**src/rtl/sdrd_pkg.sv**
```systemverilog
// sdrd_pkg
// Shared definitions for the serial-status PLD window sequencer:
//   - seq_state_e : sequencer state encoding
//   - SHIFT_CODE_DEFAULT : BA7..BA4 code used on shift strobes
//   - P_HOST / P_POLL : requester port indices
package sdrd_pkg;

    typedef enum logic [2:0] {
        ST_IDLE   = 3'd0,
        ST_ARB    = 3'd1,
        ST_SETUP  = 3'd2,
        ST_STROBE = 3'd3,
        ST_SAMPLE = 3'd4,
        ST_GAP    = 3'd5,
        ST_DONE   = 3'd6
    } seq_state_e;

    localparam logic [3:0] SHIFT_CODE_DEFAULT = 4'h0;

    localparam int P_HOST = 0;
    localparam int P_POLL = 1;

endpackage

```
**src/rtl/sdrd_seq_arbiter_rr_arb2.sv**
```systemverilog
// rr_arb2
// Two-requester round-robin arbiter. The pick is combinational from req and
// the last-grant register; the caller registers it. The last-grant register
// loads the port index presented on upd_port while update is high.
// Ports:
//   clk, rst   : clock, asynchronous active-high reset
//   req[1:0]   : per-port requests
//   update     : load last-grant register (asserted in DONE)
//   upd_port   : index of the port that held the grant
//   pick[1:0]  : one-hot winner for the current req pattern (00 if none)
module rr_arb2
    import sdrd_pkg::*;
(
    input  logic       clk,
    input  logic       rst,
    input  logic [1:0] req,
    input  logic       update,
    input  logic       upd_port,
    output logic [1:0] pick
);

    logic       last_r;
    logic [1:0] pick_s;

    // Track the most recently granted port; resets to the poller so the host wins first
    always_ff @(posedge clk or posedge rst) begin
        if (rst) begin
            last_r <= 1'(P_POLL);
        end else if (update) begin
            last_r <= upd_port;
        end else begin
            last_r <= last_r;
        end
    end

    // Choose the winner; on a tie the port not granted last wins
    always_comb begin
        pick_s = 2'b00;
        if (req == 2'b11) begin
            if (last_r == 1'(P_POLL)) begin
                pick_s = 2'b01;
            end else begin
                pick_s = 2'b10;
            end
        end else if (req[P_HOST]) begin
            pick_s = 2'b01;
        end else if (req[P_POLL]) begin
            pick_s = 2'b10;
        end else begin
            pick_s = 2'b00;
        end
    end

    assign pick = pick_s;

endmodule

```
**src/rtl/sdrd_seq_arbiter.sv**
```systemverilog
// sdrd_seq_arbiter
// Shares the serial-status PLD window between a host (port 0) and a poller
// (port 1). Each granted transaction issues one configuration strobe with the
// winner's BA7..BA4 code, then BITS shift strobes, shifting SDRD in MSB first.
// Ports:
//   clk, rst        : clock, asynchronous active-high reset
//   req[1:0]        : per-port request, held until done
//   sel0, sel1      : per-port configuration code, sampled at grant
//   gnt[1:0]        : one-hot grant, ARB through DONE
//   done            : one-cycle pulse, rdata valid from that cycle
//   rdata[BITS-1:0] : assembled word, held until the next done
//   win_en          : window qualifier
//   ba_sel[3:0]     : BA7..BA4 code
//   strobe          : write-clock strobe to the PLD
//   sdrd            : serial data from the PLD (already synchronised)
//   busy            : high outside IDLE
module sdrd_seq_arbiter
    import sdrd_pkg::*;
#(
    parameter int         BITS       = 8,
    parameter int         STROBE_CYC = 2,
    parameter int         GAP_CYC    = 1,
    parameter logic [3:0] SHIFT_CODE = SHIFT_CODE_DEFAULT
) (
    input  logic            clk,
    input  logic            rst,
    input  logic [1:0]      req,
    input  logic [3:0]      sel0,
    input  logic [3:0]      sel1,
    output logic [1:0]      gnt,
    output logic            done,
    output logic [BITS-1:0] rdata,
    output logic            win_en,
    output logic [3:0]      ba_sel,
    output logic            strobe,
    input  logic            sdrd,
    output logic            busy
);

    localparam int SW   = $clog2(BITS + 1);
    localparam int PMAX = (STROBE_CYC > GAP_CYC) ? STROBE_CYC : GAP_CYC;
    localparam int PW   = $clog2(PMAX + 1);

    seq_state_e      state_r;
    logic [SW-1:0]   slot_r;
    logic [PW-1:0]   phase_r;
    logic [BITS-1:0] shift_r;
    logic [BITS-1:0] shift_nxt_s;
    logic [3:0]      sel_r;
    logic [1:0]      gnt_r;
    logic            done_r;
    logic [BITS-1:0] rdata_r;
    logic            win_en_r;
    logic [3:0]      ba_sel_r;
    logic            strobe_r;
    logic            busy_r;
    logic [1:0]      pick_s;
    logic            arb_upd_s;

    assign arb_upd_s = (state_r == ST_DONE);

    rr_arb2 u_arb (
        .clk      (clk),
        .rst      (rst),
        .req      (req),
        .update   (arb_upd_s),
        .upd_port (gnt_r[P_POLL]),
        .pick     (pick_s)
    );

    // Next shift-register value: earlier bits move up, sdrd enters the LSB
    always_comb begin
        shift_nxt_s    = shift_r << 1;
        shift_nxt_s[0] = sdrd;
    end

    // Sequencer FSM; every output is registered alongside the state it belongs to
    always_ff @(posedge clk or posedge rst) begin
        if (rst) begin
            state_r  <= ST_IDLE;
            slot_r   <= '0;
            phase_r  <= '0;
            shift_r  <= '0;
            sel_r    <= 4'h0;
            gnt_r    <= 2'b00;
            done_r   <= 1'b0;
            rdata_r  <= '0;
            win_en_r <= 1'b0;
            ba_sel_r <= 4'h0;
            strobe_r <= 1'b0;
            busy_r   <= 1'b0;
        end else begin
            done_r <= 1'b0;
            case (state_r)
                ST_IDLE: begin
                    if (req != 2'b00) begin
                        // Grant is decided on the edge into ARB so gnt is visible during ARB
                        state_r <= ST_ARB;
                        gnt_r   <= pick_s;
                        sel_r   <= pick_s[P_POLL] ? sel1 : sel0;
                        busy_r  <= 1'b1;
                    end else begin
                        state_r <= ST_IDLE;
                    end
                end
                ST_ARB: begin
                    state_r  <= ST_SETUP;
                    slot_r   <= '0;
                    shift_r  <= '0;
                    win_en_r <= 1'b1;
                    ba_sel_r <= sel_r;
                end
                ST_SETUP: begin
                    state_r  <= ST_STROBE;
                    strobe_r <= 1'b1;
                    phase_r  <= PW'(1);
                end
                ST_STROBE: begin
                    if (phase_r == PW'(STROBE_CYC)) begin
                        state_r  <= ST_SAMPLE;
                        strobe_r <= 1'b0;
                    end else begin
                        phase_r <= phase_r + PW'(1);
                    end
                end
                ST_SAMPLE: begin
                    // The configuration slot's read-back is discarded
                    if (slot_r != '0) begin
                        shift_r <= shift_nxt_s;
                    end else begin
                        shift_r <= shift_r;
                    end
                    state_r  <= ST_GAP;
                    win_en_r <= 1'b0;
                    ba_sel_r <= 4'h0;
                    phase_r  <= PW'(1);
                end
                ST_GAP: begin
                    if (phase_r == PW'(GAP_CYC)) begin
                        if (slot_r == SW'(BITS)) begin
                            state_r <= ST_DONE;
                            done_r  <= 1'b1;
                            rdata_r <= shift_r;
                        end else begin
                            state_r  <= ST_SETUP;
                            slot_r   <= slot_r + SW'(1);
                            win_en_r <= 1'b1;
                            ba_sel_r <= SHIFT_CODE;
                        end
                    end else begin
                        phase_r <= phase_r + PW'(1);
                    end
                end
                ST_DONE: begin
                    state_r <= ST_IDLE;
                    gnt_r   <= 2'b00;
                    busy_r  <= 1'b0;
                end
                default: begin
                    state_r  <= ST_IDLE;
                    gnt_r    <= 2'b00;
                    win_en_r <= 1'b0;
                    ba_sel_r <= 4'h0;
                    strobe_r <= 1'b0;
                    busy_r   <= 1'b0;
                end
            endcase
        end
    end

    assign gnt    = gnt_r;
    assign done   = done_r;
    assign rdata  = rdata_r;
    assign win_en = win_en_r;
    assign ba_sel = ba_sel_r;
    assign strobe = strobe_r;
    assign busy   = busy_r;

endmodule

```
**config.mk**
```make
export PLATFORM = sky130hd
export DESIGN_NAME = sdrd_seq_arbiter
export DESIGN_NICKNAME = d
export VERILOG_FILES = /design/src/rtl/sdrd_pkg.sv /design/src/rtl/sdrd_seq_arbiter_rr_arb2.sv /design/src/rtl/sdrd_seq_arbiter.sv
export SDC_FILE = /design/constraint.sdc
export NUM_CORES = 1
export LEC_CHECK = 0
export ABC_AREA = 0
export CAP_MARGIN = 20
export CORE_MARGIN = 8
export CORE_UTILIZATION = 48
export DETAILED_ROUTE_END_ITERATION = 10
export HOLD_SLACK_MARGIN = 0.12
export PLACE_DENSITY = 0.85
export SYNTH_ARGS = -nofsm -noshare
export SYNTH_HDL_FRONTEND = slang
export SYNTH_HIERARCHICAL = 1
export SYNTH_SLANG_ARGS = --single-unit
```
**constraint.sdc**
```tcl
create_clock -name clk -period 1.7 [get_ports clk]
set_clock_uncertainty 0.1 [all_clocks]
set_input_delay 0.34 -clock clk [delete_from_list [all_inputs] [get_ports clk]]
set_output_delay 0.34 -clock clk [all_outputs]
set_load 0.02 [all_outputs]
```
# ---- Word level (Yosys, flattened, before mapping)
# Cells that the tools add are included.
dict set report totals {
  regBits 40
  in_bits 13
  wordCells 87
}
dict set report op_classes {
  add_sub_neg 2
  eq_ne 17
  mux 33
  bitwise 3
  n_reduce_logical 19
}
# cell count
set ops {}
lappend ops {{$mux W4} 5}
lappend ops {{$pmux W3 S6} 1}
lappend ops {{$pmux W8 S2} 1}
lappend ops {{$mux W2} 7}
lappend ops {{$ne A2 B2 Y1 const B} 7}
lappend ops {{$pmux W4 S3} 1}
lappend ops {{$reduce_and A3 Y1} 4}
lappend ops {{$reduce_and A2 Y1} 5}
lappend ops {{$reduce_or A5 Y1} 2}
lappend ops {{$eq A3 B3 Y1 const B} 3}
lappend ops {{$mux W3} 3}
lappend ops {{$mux W1} 8}
lappend ops {{$mux W8} 1}
lappend ops {{$pmux W4 S2} 1}
lappend ops {{$eq A3 B2 Y1 const B} 2}
lappend ops {{$pmux W1 S3} 2}
lappend ops {{$pmux W2 S3} 1}
lappend ops {{$reduce_bool A2 Y1} 3}
lappend ops {{$add A4 B1 Y4 const B} 1}
lappend ops {{$eq A2 B2 Y1 const B} 2}
lappend ops {{$eq A4 B4 Y1 const B} 1}
lappend ops {{$pmux W2 S2} 1}
lappend ops {{$reduce_bool A4 Y1} 1}
lappend ops {{$reduce_or A4 Y1} 1}
lappend ops {{other kinds (8)} 10}

# ---- Depth between registers and ports, before layout
dict set report depth {
  depth_word 5
  mapped_depth 7
  mapped_depth_nobuf 6
}

# ---- Modules after synthesis
# The synthesis kept the hierarchy.
# module instances cells_each area_each_um2 seq_area_each_um2
set modules_own_cells {}
lappend modules_own_cells {sdrd_seq_arbiter 1 190 1955.6 975.9}
lappend modules_own_cells {rr_arb2 1 7 57.6 26.3}

# ---- Worst setup path before layout
# No wires, ideal clock.
dict set report synth_timing {
  kind {register to register}
  startpoint {register slot_r[0]}
  endpoint {register win_en_r (netlist: win_en)}
  setup_ps 123
  arrival_time_ps 1595
  t_required_ps 1477
  path_slack_ps -118
  path_stages_with_launch 8
  cell_sequence {dfrtp_1 -> inv_1 -> ha_1 -> and3b_1 -> and3_4 -> a2111o_1 -> buf_6 -> mux2i_1}
}
dict set report synth_between {
  elab_chain_cells 3
}
# element line
set synth_rtl {}
lappend synth_rtl {{start: declaration} sdrd_seq_arbiter.sv:45} ;# logic [SW-1:0] slot_r;
lappend synth_rtl {{start signal: assignment} sdrd_seq_arbiter.sv:146} ;# slot_r <= slot_r + SW'(1);
lappend synth_rtl {{$eq A4 B4 Y1} sdrd_seq_arbiter.sv:140} ;# if (slot_r == SW'(BITS)) begin
lappend synth_rtl {{$ne A2 B2 Y1 (no source line)} n/a}
lappend synth_rtl {{$reduce_and A3 Y1 (no source line)} n/a}
lappend synth_rtl {{end signal: assignment} sdrd_seq_arbiter.sv:134} ;# win_en_r <= 1'b0;
lappend synth_rtl {{end signal: assignment} sdrd_seq_arbiter.sv:147} ;# win_en_r <= 1'b1;
lappend synth_rtl {{end signal: assignment} sdrd_seq_arbiter.sv:162} ;# win_en_r <= 1'b0;
lappend synth_rtl {{end: declaration} sdrd_seq_arbiter.sv:53} ;# logic win_en_r;
# Every way passes these cells.
# A chain may end at the register's enable or synchronous reset.

# ---- Worst setup path after layout
dict set report layout_timing {
  startpoint {register slot_r[0]}
  endpoint {register ba_sel_r[1] (netlist: ba_sel[1])}
}
dict set report layout_between {
  elab_chain_cells 3
}
# element line
set layout_rtl {}
lappend layout_rtl {{$eq A4 B4 Y1} sdrd_seq_arbiter.sv:140}
lappend layout_rtl {{$ne A2 B2 Y1 (no source line)} n/a}
lappend layout_rtl {{$reduce_and A3 Y1 (no source line)} n/a}
lappend layout_rtl {{end signal: assignment} sdrd_seq_arbiter.sv:111} ;# ba_sel_r <= sel_r;
lappend layout_rtl {{end: declaration} sdrd_seq_arbiter.sv:54} ;# logic [3:0] ba_sel_r;
# Every way passes these cells.

==> metrics.csv <==
stage,metric,value,unit
place,place_area,2550,um2
clocking,clockRootBuffer,clkbuf_8,
yosys,synth_top_area_share,48.5,%
yosys,synth-adder-area-share,3.73,%
sta,tightest_slew,0.290,ns
yosys,avgSynthCellArea,10.2,um2
clocking,htreeDepth,2,
run,max_cap_viol_count,0,
clocking,clkLatencyLatePin,0.30,ns
floorplan,die_h,80.8,um
sta,max_freq,573,MHz
floorplan,die_w,80.8,um
detailed_routing,ant_nets,0,
global_route,gr-total-overflow,0,
cells_and_area,layout.nets,275,
critical_path,rrSetupSlack,-0.05,ns
floorplan,fp.dieArea,6520,um2
sta,rsz0062_at_grt,true,
power,combPwrFrac,13.0,%
floorplan,io_pins,31,
yosys,synth_top_family_by_area,multiplexers,
yosys,synth_xor_xnor_area_share,0,%
place,placedCellCount,294,
yosys,syn_inst,197,
critical_path,start_kind,flop,
detailed_routing,wl_per_cell,14.6,um
yosys,synth_seq_cells,40,
cells_and_area,postLayoutCoreUtil,67.3,%
cells_and_area,fill_cells,316,
critical_path,required,1.77,ns
sta,fin_crit_sh,103,%
cells_and_area,register_area,1000,um2
global_route,grt_first_pass_wirelength,7.91,mm
yosys,yosys.area_share.simple,11.9,%
power,net-switching-power,528,uW
status,run_status,finished with violations,
power,power_density,776,nW/um2
sta,final_max_slew_viol_count,0,
clocking,clk_pin_slew_worst_paths,0.08,ns
yosys,ys_warn_count,6,
status,violations,negative setup slack,
worst_hold_path,hp-class,in2async,
critical_path,critPathKind,reg2reg,
yosys,synthMuxAreaShare,15.0,%
detailed_routing,drc,0,
detailed_routing,wirelength,4.47,mm
power,power.share.clock,38.0,%
global_route,grt_use_total,15.2,%
critical_path,critPathCaptureType,flop,
yosys,syn_area,2010,um2
global_route,grt_max_degree,32,
critical_path,cp.arrival,1.82,ns
detailed_routing,via_per_inst,5.34,
power,power_frac_seq,49.0,%
yosys,synth_top_area_cell,dfrtp_1,
place,port_buffers,30,
cells_and_area,final_common_cell,dfrtp_1,
power,p_int,1.57,mW
global_route,antenna_found_initial,0,
power,power,2.10,mW
sta,fin_ws,-0.0463,ns
cells_and_area,diodes,0,
cells_and_area,syn2layout_area_growth,34.6,%
clocking,clk_path_buf_depth,2,
detailed_routing,drt-initial-drc-count,86,
place,finalWeightedCongestion,0.837,
sta,period_needed,1.75,ns
cells_and_area,layout-drive-gt1-share,23.3,%
power,p_leak,1.31,nW
yosys,synth_area_leaders,"dfrtp_1 48%, mux2i_1 9.9%, mux2_2 5.0%",
place,dp_hpwl,3.20,mm
cells_and_area,multi_input_area,891,um2
sta,relSlewSlack,80.6,%
cells_and_area,design_area,2710,um2
global_route,grt_pass1_vias,1726,
yosys,syn-num-nets,216,
clocking,cts_buffers,5,
cells_and_area,final_cell_mix,"38 x dfrtp_1, 28 x buf_4, 24 x inv_1, 21 x nand2_1, 20 x mux2i_1",
detailed_routing,num_vias,1639,
yosys,synth-compound-area-share,12.5,%
clocking,cts_hold_buffers,0,
critical_path,critical_path.max_fanout,5,
sta,finalHoldViolCount,0,
yosys,yosysSeqAreaShare,49.8,%
clocking,cts_tree,built,
detailed_routing,drtPass1Iterations,4,
yosys,ys_types,41,
power,vdd.ir_drop.worst,0.569,mV
power,p_sw_share,25.1,%
floorplan,core_area,4030,um2
clocking,cts_sinks,40,
sta,setup_viol,13,
floorplan,start_util,50.0,%
cells_and_area,fin_cells,307,
floorplan,rows,23,
cell type report:
class / count / share of cell area, %
Clock buffer: 5 / 2.54
Clock inverter: 3 / 1.75
Inverter: 27 / 3.74
Multi-Input combinational cell: 122 / 32.9
Sequential cell: 40 / 37.0
Tap cell: 50 / 2.31
Timing Repair Buffer: 60 / 19.8
registers in the layout, indices dropped and copies added, names as in the netlist, 2 cells and up:
| name | count |
|---|---|
| state_r | 3 |
| gnt | 2 |
| rdata | 8 |
| phase_r | 2 |
| ba_sel | 4 |
| sel_r | 4 |
| slot_r | 4 |
| shift_r | 8 |
metrics by stage:
step / hold WS, ns / setup slack [ns] / setup TNS, ns
2_1_floorplan: 0.130 / 0.0126 / 0
3_3_place_gp: 0.377 / -0.0674 / -0.261
3_5_place_dp: 0.393 / -0.0543 / -0.557
4_1_cts: 0.258 / -0.0354 / -0.194
5_1_grt: 0.250 / -0.0974 / -1.06
6_report: 0.271 / -0.0463 / -0.255
Yosys cell counts:
library cell / count
o21a_1: 1
nand2_1: 22
buf_6: 1
clkbuf_1: 3
inv_2: 1
nand2b_1: 5
a21oi_4: 1
and3_4: 1
nor2_1: 11
buf_1: 2
a21oi_1: 11
nor3b_1: 2
a311o_1: 1
buf_2: 1
a31oi_1: 1
nand3_1: 1
mux2i_1: 20
a31o_2: 2
mux2_2: 9
o21ai_1: 2
a21boi_1: 1
a21boi_0: 1
nor2b_1: 1
o32ai_1: 1
o22ai_1: 1
nor3_1: 2
dfstp_2: 1
dfrtp_1: 39
and2_1: 1
nand3b_1: 1
nand4_1: 1
or4_1: 1
buf_4: 1
a22o_1: 2
and3b_1: 1
inv_1: 26
a2111o_1: 1
a21o_1: 3
o21ai_0: 6
o2bb2ai_1: 2
ha_1: 6
what timing repair did:
action,4_1_cts,5_1_grt
gates resized for setup,19,4
endpoints found under the hold margin,0,0
setup endpoints to repair,30,28
buffers inserted,2,3
pin swaps,0,1
worst paths after layout:
check	start	cells after the start	endpoint
setup reg to reg	slot_r[0]	6	ba_sel[1]
hold reg to reg	busy	1	busy
min in group clk	busy	1	busy
max in group asynchronous	rst	3	slot_r[2]
hold / removal	rst	2	u_arb/last_r
setup / recovery	slot_r[0]	6	ba_sel[1]
power groups by stage:
| stage | logic (mW) | registers (mW) | clock network [mW] |
|---|---|---|---|
| after floorplan | 0.121 | 1.08 | 0 |
| final | 0.273 | 1.03 | 0.799 |
| after detailed placement | 0.290 | 1.05 | 0 |
| after global placement | 0.283 | 1.05 | 0 |
| after CTS | 0.276 | 1.03 | 0.819 |
| after global routing | 0.300 | 1.04 | 0.868 |
layer usage:
metal	part of all wire (%)	global-route usage (%)	vias to the layer above
li1	-	-	778
met1	44	18.2	813
met2	48	25.4	40
met3	6.4	4.86	8
met4	1.0	4.82	0
met5	0	0	-
cells by family (layout without fill, tap and decap cells):
family                     count (synthesis)  after routing
AOI/OAI and AO/OA                         37             37
adders and majority gates                  6              6
buffers and inverters                     35             95
DFF                                       40             40
muxes                                     29             29
and+or+nand+nor                           50             50
critical path, cell delays in order, from the launching register on:
cell      delay [ns]
dfrtp_1         0.37
inv_2           0.06
ha_4            0.16
and3b_1         0.17
and3_4          0.18
a2111o_1        0.42
mux2i_1         0.16
Power figures use the tool's default switching activity.
